$ cat config.mk
export PLATFORM = sky130hd
export DESIGN_NAME = id_ex_stage_flat
export DESIGN_NICKNAME = d
export VERILOG_FILES = /design/src/rtl/id_ex_stage_if.sv /design/src/rtl/id_ex_stage.sv /design/src/flat_wrapper.sv
export SDC_FILE = /design/constraint.sdc
export NUM_CORES = 1
export LEC_CHECK = 0
export BUFFER_PORTS_ARGS = -buffer_cell sky130_fd_sc_hd__buf_2
export CORE_AREA = 2 2 132 134
export CTS_CLUSTER_SIZE = 16
export DETAILED_ROUTE_END_ITERATION = 12
export DIE_AREA = 0 0 134 136
export GPL_ROUTABILITY_DRIVEN = 0
export MAX_ROUTING_LAYER = met4
export PLACE_DENSITY = 0.65
export SKIP_LAST_GASP = 1
export SLEW_MARGIN = 5
export SYNTH_ARGS = -nofsm -noshare
export SYNTH_HDL_FRONTEND = slang
export SYNTH_SLANG_ARGS = --single-unit
$ cat constraint.sdc
create_clock -name clk -period 1.8 [get_ports clk]
set_clock_uncertainty 0.15 [all_clocks]
set_input_delay 0.27 -clock clk [delete_from_list [all_inputs] [get_ports clk]]
set_output_delay 0.27 -clock clk [all_outputs]
set_load 0.05 [all_outputs]
$ cat src/rtl/id_ex_stage_if.sv
// Bundle between the ID side (decoder, register file, hazard consumers) and the
// ID/EX register. The master drives id_* and flush; the slave returns ex_* and stall.
interface id_ex_stage_if #(
  parameter int DATA_WIDTH = 32,
  parameter int CNT_WIDTH  = 16
);
  logic                  flush;

  logic                  id_valid;
  logic                  id_RegDst;
  logic                  id_BranchEQ;
  logic                  id_BranchNE;
  logic                  id_MemRead;
  logic                  id_MemtoReg;
  logic                  id_MemWrite;
  logic                  id_ALUSrc;
  logic                  id_RegWrite;
  logic [2:0]            id_ALUOp;
  logic [DATA_WIDTH-1:0] id_rs_data;
  logic [DATA_WIDTH-1:0] id_rt_data;
  logic [DATA_WIDTH-1:0] id_imm_ext;
  logic [DATA_WIDTH-1:0] id_pc_plus4;
  logic [4:0]            id_rs;
  logic [4:0]            id_rt;
  logic [4:0]            id_rd;
  logic [4:0]            id_shamt;

  logic                  ex_valid;
  logic                  ex_RegDst;
  logic                  ex_BranchEQ;
  logic                  ex_BranchNE;
  logic                  ex_MemRead;
  logic                  ex_MemtoReg;
  logic                  ex_MemWrite;
  logic                  ex_ALUSrc;
  logic                  ex_RegWrite;
  logic [2:0]            ex_ALUOp;
  logic [DATA_WIDTH-1:0] ex_rs_data;
  logic [DATA_WIDTH-1:0] ex_rt_data;
  logic [DATA_WIDTH-1:0] ex_imm_ext;
  logic [DATA_WIDTH-1:0] ex_pc_plus4;
  logic [4:0]            ex_rs;
  logic [4:0]            ex_rt;
  logic [4:0]            ex_rd;
  logic [4:0]            ex_shamt;

  logic                  stall;
  logic [CNT_WIDTH-1:0]  stall_count;

  // Handshake: none. The register advances every edge; stall is an
  // advisory to PC and IF/ID, sampled on the same edge that loads EX.
  modport master (
    output flush, id_valid, id_RegDst, id_BranchEQ, id_BranchNE, id_MemRead,
           id_MemtoReg, id_MemWrite, id_ALUSrc, id_RegWrite, id_ALUOp,
           id_rs_data, id_rt_data, id_imm_ext, id_pc_plus4,
           id_rs, id_rt, id_rd, id_shamt,
    input  ex_valid, ex_RegDst, ex_BranchEQ, ex_BranchNE, ex_MemRead,
           ex_MemtoReg, ex_MemWrite, ex_ALUSrc, ex_RegWrite, ex_ALUOp,
           ex_rs_data, ex_rt_data, ex_imm_ext, ex_pc_plus4,
           ex_rs, ex_rt, ex_rd, ex_shamt,
           stall, stall_count
  );

  modport slave (
    input  flush, id_valid, id_RegDst, id_BranchEQ, id_BranchNE, id_MemRead,
           id_MemtoReg, id_MemWrite, id_ALUSrc, id_RegWrite, id_ALUOp,
           id_rs_data, id_rt_data, id_imm_ext, id_pc_plus4,
           id_rs, id_rt, id_rd, id_shamt,
    output ex_valid, ex_RegDst, ex_BranchEQ, ex_BranchNE, ex_MemRead,
           ex_MemtoReg, ex_MemWrite, ex_ALUSrc, ex_RegWrite, ex_ALUOp,
           ex_rs_data, ex_rt_data, ex_imm_ext, ex_pc_plus4,
           ex_rs, ex_rt, ex_rd, ex_shamt,
           stall, stall_count
  );
endinterface

$ cat src/rtl/id_ex_stage.sv
// ID/EX pipeline register with load-use hazard detection, bubble injection on
// hazard or branch flush, and a saturating stall-cycle counter.
module id_ex_stage #(
  parameter int DATA_WIDTH = 32,
  parameter int CNT_WIDTH  = 16
) (
  input  logic          clk,
  input  logic          reset,
  id_ex_stage_if.slave  bus
);

  localparam logic [CNT_WIDTH-1:0] CntMax = '1;

  logic                 hazard;
  logic                 bubble;
  logic                 stallInt;
  logic [CNT_WIDTH-1:0] stallCount;

  // A load in EX whose destination is read by the ID instruction cannot
  // forward in time; $zero is never a real dependency.
  always_comb begin
    hazard = bus.ex_valid & bus.ex_MemRead & (bus.ex_rt != 5'd0) & bus.id_valid &
             ((bus.ex_rt == bus.id_rs) | (bus.ex_rt == bus.id_rt));
    stallInt = hazard & ~bus.flush;
    bubble   = bus.flush | hazard;
  end

  assign bus.stall       = stallInt;
  assign bus.stall_count = stallCount;

  // Control word: zeroed on a bubble so the EX slot has no side effects.
  always_ff @(posedge clk or negedge reset) begin
    if (!reset) begin
      bus.ex_valid    <= 1'b0;
      bus.ex_RegDst   <= 1'b0;
      bus.ex_BranchEQ <= 1'b0;
      bus.ex_BranchNE <= 1'b0;
      bus.ex_MemRead  <= 1'b0;
      bus.ex_MemtoReg <= 1'b0;
      bus.ex_MemWrite <= 1'b0;
      bus.ex_ALUSrc   <= 1'b0;
      bus.ex_RegWrite <= 1'b0;
      bus.ex_ALUOp    <= 3'b000;
    end else if (bubble) begin
      bus.ex_valid    <= 1'b0;
      bus.ex_RegDst   <= 1'b0;
      bus.ex_BranchEQ <= 1'b0;
      bus.ex_BranchNE <= 1'b0;
      bus.ex_MemRead  <= 1'b0;
      bus.ex_MemtoReg <= 1'b0;
      bus.ex_MemWrite <= 1'b0;
      bus.ex_ALUSrc   <= 1'b0;
      bus.ex_RegWrite <= 1'b0;
      bus.ex_ALUOp    <= 3'b000;
    end else begin
      bus.ex_valid    <= bus.id_valid;
      bus.ex_RegDst   <= bus.id_RegDst;
      bus.ex_BranchEQ <= bus.id_BranchEQ;
      bus.ex_BranchNE <= bus.id_BranchNE;
      bus.ex_MemRead  <= bus.id_MemRead;
      bus.ex_MemtoReg <= bus.id_MemtoReg;
      bus.ex_MemWrite <= bus.id_MemWrite;
      bus.ex_ALUSrc   <= bus.id_ALUSrc;
      bus.ex_RegWrite <= bus.id_RegWrite;
      bus.ex_ALUOp    <= bus.id_ALUOp;
    end
  end

  // Data and index fields load every edge; they are don't-care under a bubble.
  always_ff @(posedge clk or negedge reset) begin
    if (!reset) begin
      bus.ex_rs_data  <= '0;
      bus.ex_rt_data  <= '0;
      bus.ex_imm_ext  <= '0;
      bus.ex_pc_plus4 <= '0;
      bus.ex_rs       <= 5'd0;
      bus.ex_rt       <= 5'd0;
      bus.ex_rd       <= 5'd0;
      bus.ex_shamt    <= 5'd0;
    end else begin
      bus.ex_rs_data  <= bus.id_rs_data;
      bus.ex_rt_data  <= bus.id_rt_data;
      bus.ex_imm_ext  <= bus.id_imm_ext;
      bus.ex_pc_plus4 <= bus.id_pc_plus4;
      bus.ex_rs       <= bus.id_rs;
      bus.ex_rt       <= bus.id_rt;
      bus.ex_rd       <= bus.id_rd;
      bus.ex_shamt    <= bus.id_shamt;
    end
  end

  always_ff @(posedge clk or negedge reset) begin
    if (!reset) begin
      stallCount <= '0;
    end else if (stallInt && (stallCount != CntMax)) begin
      stallCount <= stallCount + 1'b1;
    end
  end

endmodule

$ cat src/flat_wrapper.sv
// flat-port wrapper written by rule: the top's interface ports become plain ports
module id_ex_stage_flat 
#(
  parameter int DATA_WIDTH = 32,
  parameter int CNT_WIDTH  = 16
)
  (clk, reset, bus_flush, bus_id_valid, bus_id_RegDst, bus_id_BranchEQ, bus_id_BranchNE, bus_id_MemRead, bus_id_MemtoReg, bus_id_MemWrite, bus_id_ALUSrc, bus_id_RegWrite, bus_id_ALUOp, bus_id_rs_data, bus_id_rt_data, bus_id_imm_ext, bus_id_pc_plus4, bus_id_rs, bus_id_rt, bus_id_rd, bus_id_shamt, bus_ex_valid, bus_ex_RegDst, bus_ex_BranchEQ, bus_ex_BranchNE, bus_ex_MemRead, bus_ex_MemtoReg, bus_ex_MemWrite, bus_ex_ALUSrc, bus_ex_RegWrite, bus_ex_ALUOp, bus_ex_rs_data, bus_ex_rt_data, bus_ex_imm_ext, bus_ex_pc_plus4, bus_ex_rs, bus_ex_rt, bus_ex_rd, bus_ex_shamt, bus_stall, bus_stall_count);
  id_ex_stage_if #(.DATA_WIDTH(DATA_WIDTH), .CNT_WIDTH(CNT_WIDTH)) bus_i ();
  input  logic clk;
  input  logic reset;
  input wire logic [$bits(bus_i.flush)-1:0] bus_flush;
  input wire logic [$bits(bus_i.id_valid)-1:0] bus_id_valid;
  input wire logic [$bits(bus_i.id_RegDst)-1:0] bus_id_RegDst;
  input wire logic [$bits(bus_i.id_BranchEQ)-1:0] bus_id_BranchEQ;
  input wire logic [$bits(bus_i.id_BranchNE)-1:0] bus_id_BranchNE;
  input wire logic [$bits(bus_i.id_MemRead)-1:0] bus_id_MemRead;
  input wire logic [$bits(bus_i.id_MemtoReg)-1:0] bus_id_MemtoReg;
  input wire logic [$bits(bus_i.id_MemWrite)-1:0] bus_id_MemWrite;
  input wire logic [$bits(bus_i.id_ALUSrc)-1:0] bus_id_ALUSrc;
  input wire logic [$bits(bus_i.id_RegWrite)-1:0] bus_id_RegWrite;
  input wire logic [$bits(bus_i.id_ALUOp)-1:0] bus_id_ALUOp;
  input wire logic [$bits(bus_i.id_rs_data)-1:0] bus_id_rs_data;
  input wire logic [$bits(bus_i.id_rt_data)-1:0] bus_id_rt_data;
  input wire logic [$bits(bus_i.id_imm_ext)-1:0] bus_id_imm_ext;
  input wire logic [$bits(bus_i.id_pc_plus4)-1:0] bus_id_pc_plus4;
  input wire logic [$bits(bus_i.id_rs)-1:0] bus_id_rs;
  input wire logic [$bits(bus_i.id_rt)-1:0] bus_id_rt;
  input wire logic [$bits(bus_i.id_rd)-1:0] bus_id_rd;
  input wire logic [$bits(bus_i.id_shamt)-1:0] bus_id_shamt;
  output wire logic [$bits(bus_i.ex_valid)-1:0] bus_ex_valid;
  output wire logic [$bits(bus_i.ex_RegDst)-1:0] bus_ex_RegDst;
  output wire logic [$bits(bus_i.ex_BranchEQ)-1:0] bus_ex_BranchEQ;
  output wire logic [$bits(bus_i.ex_BranchNE)-1:0] bus_ex_BranchNE;
  output wire logic [$bits(bus_i.ex_MemRead)-1:0] bus_ex_MemRead;
  output wire logic [$bits(bus_i.ex_MemtoReg)-1:0] bus_ex_MemtoReg;
  output wire logic [$bits(bus_i.ex_MemWrite)-1:0] bus_ex_MemWrite;
  output wire logic [$bits(bus_i.ex_ALUSrc)-1:0] bus_ex_ALUSrc;
  output wire logic [$bits(bus_i.ex_RegWrite)-1:0] bus_ex_RegWrite;
  output wire logic [$bits(bus_i.ex_ALUOp)-1:0] bus_ex_ALUOp;
  output wire logic [$bits(bus_i.ex_rs_data)-1:0] bus_ex_rs_data;
  output wire logic [$bits(bus_i.ex_rt_data)-1:0] bus_ex_rt_data;
  output wire logic [$bits(bus_i.ex_imm_ext)-1:0] bus_ex_imm_ext;
  output wire logic [$bits(bus_i.ex_pc_plus4)-1:0] bus_ex_pc_plus4;
  output wire logic [$bits(bus_i.ex_rs)-1:0] bus_ex_rs;
  output wire logic [$bits(bus_i.ex_rt)-1:0] bus_ex_rt;
  output wire logic [$bits(bus_i.ex_rd)-1:0] bus_ex_rd;
  output wire logic [$bits(bus_i.ex_shamt)-1:0] bus_ex_shamt;
  output wire logic [$bits(bus_i.stall)-1:0] bus_stall;
  output wire logic [$bits(bus_i.stall_count)-1:0] bus_stall_count;
  assign bus_i.flush = bus_flush;
  assign bus_i.id_valid = bus_id_valid;
  assign bus_i.id_RegDst = bus_id_RegDst;
  assign bus_i.id_BranchEQ = bus_id_BranchEQ;
  assign bus_i.id_BranchNE = bus_id_BranchNE;
  assign bus_i.id_MemRead = bus_id_MemRead;
  assign bus_i.id_MemtoReg = bus_id_MemtoReg;
  assign bus_i.id_MemWrite = bus_id_MemWrite;
  assign bus_i.id_ALUSrc = bus_id_ALUSrc;
  assign bus_i.id_RegWrite = bus_id_RegWrite;
  assign bus_i.id_ALUOp = bus_id_ALUOp;
  assign bus_i.id_rs_data = bus_id_rs_data;
  assign bus_i.id_rt_data = bus_id_rt_data;
  assign bus_i.id_imm_ext = bus_id_imm_ext;
  assign bus_i.id_pc_plus4 = bus_id_pc_plus4;
  assign bus_i.id_rs = bus_id_rs;
  assign bus_i.id_rt = bus_id_rt;
  assign bus_i.id_rd = bus_id_rd;
  assign bus_i.id_shamt = bus_id_shamt;
  assign bus_ex_valid = bus_i.ex_valid;
  assign bus_ex_RegDst = bus_i.ex_RegDst;
  assign bus_ex_BranchEQ = bus_i.ex_BranchEQ;
  assign bus_ex_BranchNE = bus_i.ex_BranchNE;
  assign bus_ex_MemRead = bus_i.ex_MemRead;
  assign bus_ex_MemtoReg = bus_i.ex_MemtoReg;
  assign bus_ex_MemWrite = bus_i.ex_MemWrite;
  assign bus_ex_ALUSrc = bus_i.ex_ALUSrc;
  assign bus_ex_RegWrite = bus_i.ex_RegWrite;
  assign bus_ex_ALUOp = bus_i.ex_ALUOp;
  assign bus_ex_rs_data = bus_i.ex_rs_data;
  assign bus_ex_rt_data = bus_i.ex_rt_data;
  assign bus_ex_imm_ext = bus_i.ex_imm_ext;
  assign bus_ex_pc_plus4 = bus_i.ex_pc_plus4;
  assign bus_ex_rs = bus_i.ex_rs;
  assign bus_ex_rt = bus_i.ex_rt;
  assign bus_ex_rd = bus_i.ex_rd;
  assign bus_ex_shamt = bus_i.ex_shamt;
  assign bus_stall = bus_i.stall;
  assign bus_stall_count = bus_i.stall_count;
  id_ex_stage #(.DATA_WIDTH(DATA_WIDTH), .CNT_WIDTH(CNT_WIDTH)) u_core (.clk(clk), .reset(reset), .bus(bus_i));
endmodule
== Yosys cells after proc, flatten, opt, wreduce, memory -nomap -nowiden ==
Cells that the tools add are included.

* Add/subtract/negate cells: 1
* Equal/unequal tests: 3
* Muxes and demuxes: 10
* Bitwise operators: 8
* Reductions and logical operators: 2

{| class="wikitable"
|+ Operators by type and width
! kind !! count
|-
| $add A16 B1 Y16 const B || 1
|-
| $ne A16 B16 Y1 const B || 1
|-
| $eq A5 B5 Y1 || 2
|-
| $mux W1 || 9
|-
| $and A1 B1 Y1 || 5
|-
| $reduce_bool A5 Y1 || 1
|-
| $mux W3 || 1
|-
| $or A1 B1 Y1 || 2
|-
| $logic_and A1 B1 Y1 || 1
|-
| $not A1 Y1 || 1
|}

* Register bits: 176
* Input port bits: 163
* Output and inout port bits: 177
* Logic and storage cells: 43

== Logic depth before layout (Yosys ltp) ==
Gate-level depths: netlist of run 1.

* Depth after elaboration: 6
* Gate-level depth with buffers: 6
* Depth with buffers taken out: 6

== Worst setup path after synthesis of run 1 ==
No wires, ideal clock.

* Kind: reg-to-output
* Start: register u_core.bus.ex_rt[3] in the netlist's numbering
* End: output bus_stall
* Arrival: 2.806 ns
* Data required time: 1.380 ns
* Path slack: -1.426 ns
* Cell stages (with the launch flop): 6
* Buffers on the path: 1
* Cells stage by stage: dfrtp_1 xor2_1 nor3_2 a22oi_2 buf_6 nor4_1

* Cells in the longest elaborated chain, start to end: 5
* Elaborated cells on any way between the ends: 8
* Those cells by class: eq/ne: 2; bitwise: 5; reduce/logical: 1

{| class="wikitable"
|+ RTL lines
! element !! RTL line !! RTL
|-
| start: declaration || id_ex_stage_if.sv:72 || <nowiki>ex_rs, ex_rt, ex_rd, ex_shamt,</nowiki>
|-
| start signal: assignment || id_ex_stage.sv:86 || <nowiki>bus.ex_rt <= bus.id_rt;</nowiki>
|-
| $reduce_bool A5 Y1 || id_ex_stage.sv:22 || <nowiki>hazard = bus.ex_valid & bus.ex_MemRead & (bus.ex_rt != 5'd0) & bus.id_valid &</nowiki>
|-
| $and A1 B1 Y1 (2 in a row) || id_ex_stage.sv:22 ||
|-
| $and A1 B1 Y1 (*) || id_ex_stage.sv:22 ||
|-
| $and A1 B1 Y1 (*) || id_ex_stage.sv:24 || <nowiki>stallInt = hazard & ~bus.flush;</nowiki>
|-
| end: declaration || flat_wrapper.sv:48 || <nowiki>output wire logic [$bits(bus_i.stall)-1:0] bus_stall;</nowiki>
|}

Every way passes the cells marked *; elsewhere a longest branch is shown, timed or not.

== Final worst setup path of run 1 ==
Same ends and word-level chain as after synthesis.

==> results of run 1 <==
## synth_stat cells (3+ instances only)
cell type,instances
and2_1,12
and3_1,3
dfrtp_1,176
nand2_1,6
nand3_1,5
nand4_1,5
nor2_1,4
nor3_2,3
nor4_1,11
xor2_1,25
## area by class of cell
type,count,area (um^2)
clock buffers,18,429
clock inverters,14,196
fillers,1282,6810
inverters,1,3.75
multi-input cells,90,913
flip-flops and latches,176,4430
well taps,225,282
repair buffers,552,3820
## worst max-delay path, stage by stage, from the launching register on
cell     delay [ns]
dfrtp_2        0.44
or4_4          0.56
nor2_4         0.11
buf_4          0.12
nor4_4         0.04
buf_6          0.15
## routing by layer
layer / part of all wire, % / track usage [%] / wire length [um]
met5: 0 / - / 0
met4: 3.6 / 9.99 / 677
met3: 6.6 / 6.52 / 1250
met2: 55 / 39.3 / 10400
met1: 35 / 21.6 / 6570
## logic make-up (layout without fill, tap and decap cells)
group,after synthesis,after routing,share of synthesized area (%)
AND/OR/NAND/NOR,59,59,7.49
multiplexers,1,1,0.294
XOR/XNOR,25,25,4.28
flip-flops,176,176,86.2
AO/OA/AOI/OAI,4,4,1.05
adder cells (fa/ha/maj),1,1,0.245
buffers and inverters,4,585,0.465
## cells in the final DEF, fill, tap and decap left out, types with 2 or more instances in the layout
cell type      Yosys  final
dfrtp_1          176    159
xor2_2             0      2
nor3_4             1      3
buf_6              1     10
nor4_1            11      2
dlygate4sd3_1      0    161
nor4_4             0      9
nand2_1            6      5
inv_6              0      2
nor2_1             4      2
clkinv_4           0      2
nand4_1            5      5
clkinv_8           0      6
dfrtp_2            0     17
nor3_2             3      2
buf_8              0      2
and2_1            12     12
buf_4              0     37
and3_1             3      3
clkbuf_16          0     17
buf_12             0      5
inv_8              0      3
buf_2              0    337
xor2_1            25     23
nand3_1            5      4
## path summary, 6_finish.rpt
check                           slack, ns                                     end  cells after the start                                    from
worst max-delay path                -0.46                               bus_stall                      5           u_core.bus.ex_rt[3]$_DFF_PN0_
worst min-delay path                 0.15   u_core.bus.stall_count[8]$_DFFE_PN0P_                      3                               bus_flush
worst max register to register      -0.39  u_core.bus.stall_count[14]$_DFFE_PN0P_                      9           u_core.bus.ex_rt[3]$_DFF_PN0_
worst min register to register       0.41  u_core.bus.stall_count[15]$_DFFE_PN0P_                      2  u_core.bus.stall_count[15]$_DFFE_PN0P_
max in group asynchronous            0.75         u_core.bus.ex_MemRead$_DFF_PN0_                      3                                   reset
min in group asynchronous            0.19     u_core.bus.ex_rs_data[14]$_DFF_PN0_                      2                                   reset
## through the flow
step           hold WS [ns]  util (%)  total power [mW]
6_report              0.151      59.7              9.60
5_1_grt               0.151      59.7              9.98
4_1_cts               0.113      59.4              9.66
3_5_place_dp         0.0885      44.3              5.55
3_3_place_gp         0.0843      44.3              5.53
2_1_floorplan        -0.176         -              5.00
## what timing repair did
item,in CTS,in global routing
setup buffers,11,3
setup endpoints to repair,29,29
pin swaps,28,10
hold buffers,161,0
hold endpoints to repair,194,0
resized for setup,36,6
## sequential cells by signal, indices dropped and copies added, names as in the netlist, 3 cells and up
register	flops
u_core.bus.stall_count	16
u_core.bus.ex_ALUOp	3
u_core.bus.ex_rs_data	32
u_core.bus.ex_pc_plus4	32
u_core.bus.ex_rt	5
u_core.bus.ex_imm_ext	32
u_core.bus.ex_rd	5
u_core.bus.ex_rs	5
u_core.bus.ex_shamt	5
u_core.bus.ex_rt_data	32
## where the power goes
| group | internal, mW | switching [mW] | total [mW] |
|---|---|---|---|
| Clock | 2.02 | 1.75 | 3.77 |
| Sequential | 4.14 | 0.0638 | 4.20 |
| Combinational | 0.574 | 1.06 | 1.63 |
==> run_results.csv, run 1 <==
group,metric,value,unit
run_status,status,"finished with violations",
run_status,failed_checks,"setup timing",
floorplan,die_x,134,um
sta,worst_slack,-0.456,ns
final_layout,fin_cells,1076,
placed_design,place_ws,-0.274,ns
sta,maxSlewHeadroom,67.4,%
floorplan,core,16900,um^2
power,ir_worst_vdd,0.000611,V
global_route,grt_max_degree,44,
floorplan,dieArea,18200,um^2
sta,fin_crit,2.26,ns
clocking,clkLatencyLatePin,0.42,ns
synth,synth_seq_cells,176,
floorplan,die_height,136,um
placed_design,post_dp_cell_area,7480,um^2
power,power-per-cell-area,953,nW/um^2
clocking,cts_tree,"done",
worst_setup_path,cp_max_fo,4,
clocking,clock_sink_count,176,
detailed_routing,wirelength,18.9,mm
placed_design,portBuffers,339,
detailed_routing,drt_first_pass_iters,4,
synth,seq_area_frac_synth,86.2,%
final_layout,num-nets-final,1002,
floorplan,initial_core_util,30.3,%
synth,synth_top_area_share,86.2,%
synth,synth_nets,434,
min_path,min_path_type,"in -> reg",
synth,ys.flop_type,"dfrtp_1",
sta,rsz0062_at_grt,"yes",
detailed_routing,vias,4527,
worst_setup_path,worstPathArrival,1.84,ns
global_route,grt_overflow,0,
final_layout,antenna_cells,0,
floorplan,ios,340,
placed_design,dp_hpwl,11.9,mm
final_layout,drive_above_1_share,55.3,%
sta,finalHoldViolCount,0,
detailed_routing,first_iter_violations,123,
clocking,htreeDepth,4,
detailed_routing,vias_per_cell,4.21,
synth,yosys-top-cells-area,"dfrtp_1, xor2_1, and2_1, nor4_1, nand4_1",
sta,fin_crit_sh,125,%
sta,max_freq,443,MHz
worst_setup_path,required,1.38,ns
sta,tightest_slew,0.487,ns
synth,synth_area_leader_cell,"dfrtp_1",
run,maxCapViolCount,0,
global_route,grt_pass1_wl,28.3,mm
power,p_leak,5.19,nW
synth,synthArstFlopShare,100,%
sta,report.final.slew_viol_count,0,
final_layout,final_area,10100,um^2
clocking,cts_made_buffers,17,
worst_setup_path,cp-end-kind,"output pin",
clocking,clock_tree.root_cell,"clkbuf_16",
sta,setup_violations,29,
synth,avgSynthCellArea,18.9,um^2
clocking,clk_path_buf_depth,2,
synth,synth.distinct_cells,30,
detailed_routing,final_antenna_net_count,0,
worst_setup_path,worstSetupPathType,"reg -> out",
worst_setup_path,setup.worst_path.start_class,"flip-flop",
floorplan,row_count,48,
final_layout,syn_to_final_growth,97.0,%
global_route,track_usage,21.8,%
placed_design,placedCellCount,869,
synth,synth-edff-count,0,
detailed_routing,wl_per_cell,17.5,um
global_route,grt_pass1_vias,5252,
synth,synthesis.area,5110,um^2
synth,yosys_warnings,0,
sta,final.setup.tns,-7.04,ns
clocking,path_clk_slew,0.07,ns
global_route,antenna_found_initial,0,
synth,syn-instance-count,270,
detailed_routing,drc,0,
No activity file was read; power rests on OpenSTA's default activity.
==> run 2, diff against run 1 <==
--- a/config.mk
+++ b/config.mk
@@ -13,6 +13,7 @@
 export GPL_ROUTABILITY_DRIVEN = 0
 export MAX_ROUTING_LAYER = met4
 export PLACE_DENSITY = 0.65
+export RECOVER_POWER = 100
 export SKIP_LAST_GASP = 1
 export SLEW_MARGIN = 5
 export SYNTH_ARGS = -nofsm -noshare
==> run 2 against run 1 <==
Effect of this change:
- sequential power about the same
- core utilization down 0.77 points
- hold slack better by 0.0054 ns
- the flow still finishes with violations (setup timing)
==> run_results.csv, run 2 (synthesized netlist as in run 1, its figures left out) <==
group,metric,value,unit
clocking,cts_tree,"done",
floorplan,die_x,134,um
global_route,grtUsageMet2,39.3,%
sta,final.setup.tns,-7.22,ns
detailed_routing,drc,0,
power,clockPowerShare,39.4,%
clocking,cts_made_buffers,17,
worst_setup_path,cp-end-kind,"output pin",
worst_setup_path,worstPathArrival,1.84,ns
power,power-per-cell-area,963,nW/um^2
global_route,track_usage,21.8,%
global_route,grtUsageMet1,21.6,%
clocking,clock_tree.root_cell,"clkbuf_16",
sta,max_freq,443,MHz
power,p_seq_share,44.0,%
global_route,grt_pass1_wl,28.3,mm
floorplan,core,16900,um^2
final_layout,final_util,58.9,%
detailed_routing,final_antenna_net_count,0,
run_status,status,"finished with violations",
power,p_comb_share,16.7,%
worst_setup_path,cpLargestDelayFamily,"simple AND/OR/NAND/NOR gates",
final_layout,final_area,9940,um^2
final_layout,final_cell_mix,"dlygate4sd3_1, dfrtp_1, buf_2",
sta,tightest_slew,1.21,ns
sta,maxSlewHeadroom,19.6,%
detailed_routing,drt_first_pass_iters,4,
power,power,9.57,mW
detailed_routing,first_iter_violations,112,
power,swShare,30.1,%
global_route,top_usage_layer,"met2",
worst_setup_path,r2r_end,"u_core.bus.stall_count[14]$_DFFE_PN0P_",
floorplan,dieArea,18200,um^2
worst_setup_path,setup.worst_path.start_class,"flip-flop",
worst_setup_path,reg2reg_slack,-0.41,ns
final_layout,drive_above_1_share,45.1,%
power,ir_worst_vdd,0.000611,V
worst_setup_path,max_stage_delay,0.56,ns
worst_setup_path,worstSetupPathType,"reg -> out",
power,p_switching,2.88,mW
global_route,grt_max_degree,44,
final_layout,syn_to_final_growth,94.4,%
sta,fin_crit_sh,126,%
sta,worst_slack,-0.459,ns
worst_setup_path,rr_startpoint,"u_core.bus.ex_rt[3]$_DFF_PN0_",
run_status,failed_checks,"setup timing",
clocking,clk_path_buf_depth,2,
worst_setup_path,crit_chain,"or4_4 > nor2_4 > buf_4 > nor4_4 > buf_6",
run,maxCapViolCount,0,
final_layout,antenna_cells,0,
floorplan,die_height,136,um
global_route,grt_pass1_vias,5252,
min_path,min_path_type,"in -> reg",
detailed_routing,vias,4527,
clocking,clkLatencyLatePin,0.42,ns
clocking,htreeDepth,4,
min_path,hp-start,"bus_flush",
detailed_routing,wirelength,18.9,mm
worst_setup_path,required,1.38,ns
global_route,grt_overflow,0,
min_path,hold_path_depth,3,
floorplan,ios,340,
sta,finalHoldViolCount,0,
worst_setup_path,crit_buf_inv,2,
min_path,hold_end,"u_core.bus.stall_count[8]$_DFFE_PN0P_",
sta,fin_crit,2.26,ns
worst_setup_path,worstRegToRegCells,9,
sta,report.final.slew_viol_count,0,
final_layout,num-nets-final,1002,
placed_design,portBuffers,339,
clocking,path_clk_slew,0.07,ns
worst_setup_path,critPathSlowestCell,"or4_4",
detailed_routing,vias_per_cell,4.21,
sta,setup_violations,29,
sta,rsz0062_at_grt,"yes",
final_layout,final_common_cell,"dlygate4sd3_1",
clocking,clock_sink_count,176,
placed_design,dp_hpwl,11.9,mm
worst_setup_path,cp_max_fo,4,
floorplan,row_count,48,
floorplan,initial_core_util,30.3,%
detailed_routing,wl_per_cell,17.6,um
power,p_leak,4.96,nW
placed_design,post_dp_cell_area,7480,um^2
global_route,antenna_found_initial,0,
power,internal-power,6.69,mW
global_route,grtUsageMet3,6.52,%
[run 2: layer usage]
metal	wire length (um)	vias to the layer above
met3	1230	50
met1	6620	2212
met4	692	0
met2	10400	227
met5	0	-
li1	-	2038
[run 2: cell type report]
cell class | instances | area [um^2]
Clock buffer | 18 | 429
Clock inverter | 14 | 196
Fill cell | 1339 | 6940
Inverter | 1 | 3.75
Multi-Input combinational cell | 90 | 913
Sequential cell | 176 | 4430
Tap cell | 225 | 282
Timing Repair Buffer | 552 | 3690
[run 2: worst register-to-register path, stage by stage (launching register included)]
cell and delay (ns):
dfrtp_2 0.44, buf_6 0.13, xor2_2 0.14, nor3_2 0.15, a22oi_2 0.13, buf_4 0.17
buf_12 0.13, buf_6 0.11, nor4_1 0.40, xor2_1 0.18
[run 2: timing repair]
item,4_1_cts,5_1_grt
cloned,0,0
hold buffers,161,0
resized for setup,36,6
setup endpoints to repair,29,29
hold endpoints to repair,194,0
buffers inserted,11,3
pin swaps,28,10
[run 2: stage by stage]
step / worst slack, ns / hold WS [ns] / instances
6_report: -0.459 / 0.157 / 1076
5_1_grt: -0.522 / 0.151 / 1076
4_1_cts: -0.482 / 0.113 / 1073
3_5_place_dp: -0.274 / 0.0885 / 869
3_3_place_gp: -0.156 / 0.0843 / 869
2_1_floorplan: -0.457 / -0.176 / 270
[run 2: power groups by stage]
stage	Sequential (mW)	Clock, mW	Combinational, mW
final	4.21	3.77	1.59
after global routing	4.22	4.06	1.67
after CTS	4.19	3.86	1.60
after detailed placement	4.27	0	1.28
after global placement	4.27	0	1.26
after floorplan	4.95	0	0.0572
[run 2: worst max-delay path by stage]
stage | from | endpoint | slack, ns | cells after the start
floorplan | u_core.bus.ex_rt[4]$_DFF_PN0_ | bus_stall | -0.46 | 5
global placement | u_core.bus.ex_rt[3]$_DFF_PN0_ | u_core.bus.ex_MemRead$_DFF_PN0_ | -0.16 | 6
detailed placement | u_core.bus.ex_rt[3]$_DFF_PN0_ | u_core.bus.ex_MemRead$_DFF_PN0_ | -0.27 | 6
CTS | u_core.bus.ex_rt[3]$_DFF_PN0_ | bus_stall | -0.48 | 5
global route | u_core.bus.ex_rt[3]$_DFF_PN0_ | bus_stall | -0.52 | 5
finish | u_core.bus.ex_rt[3]$_DFF_PN0_ | bus_stall | -0.46 | 5
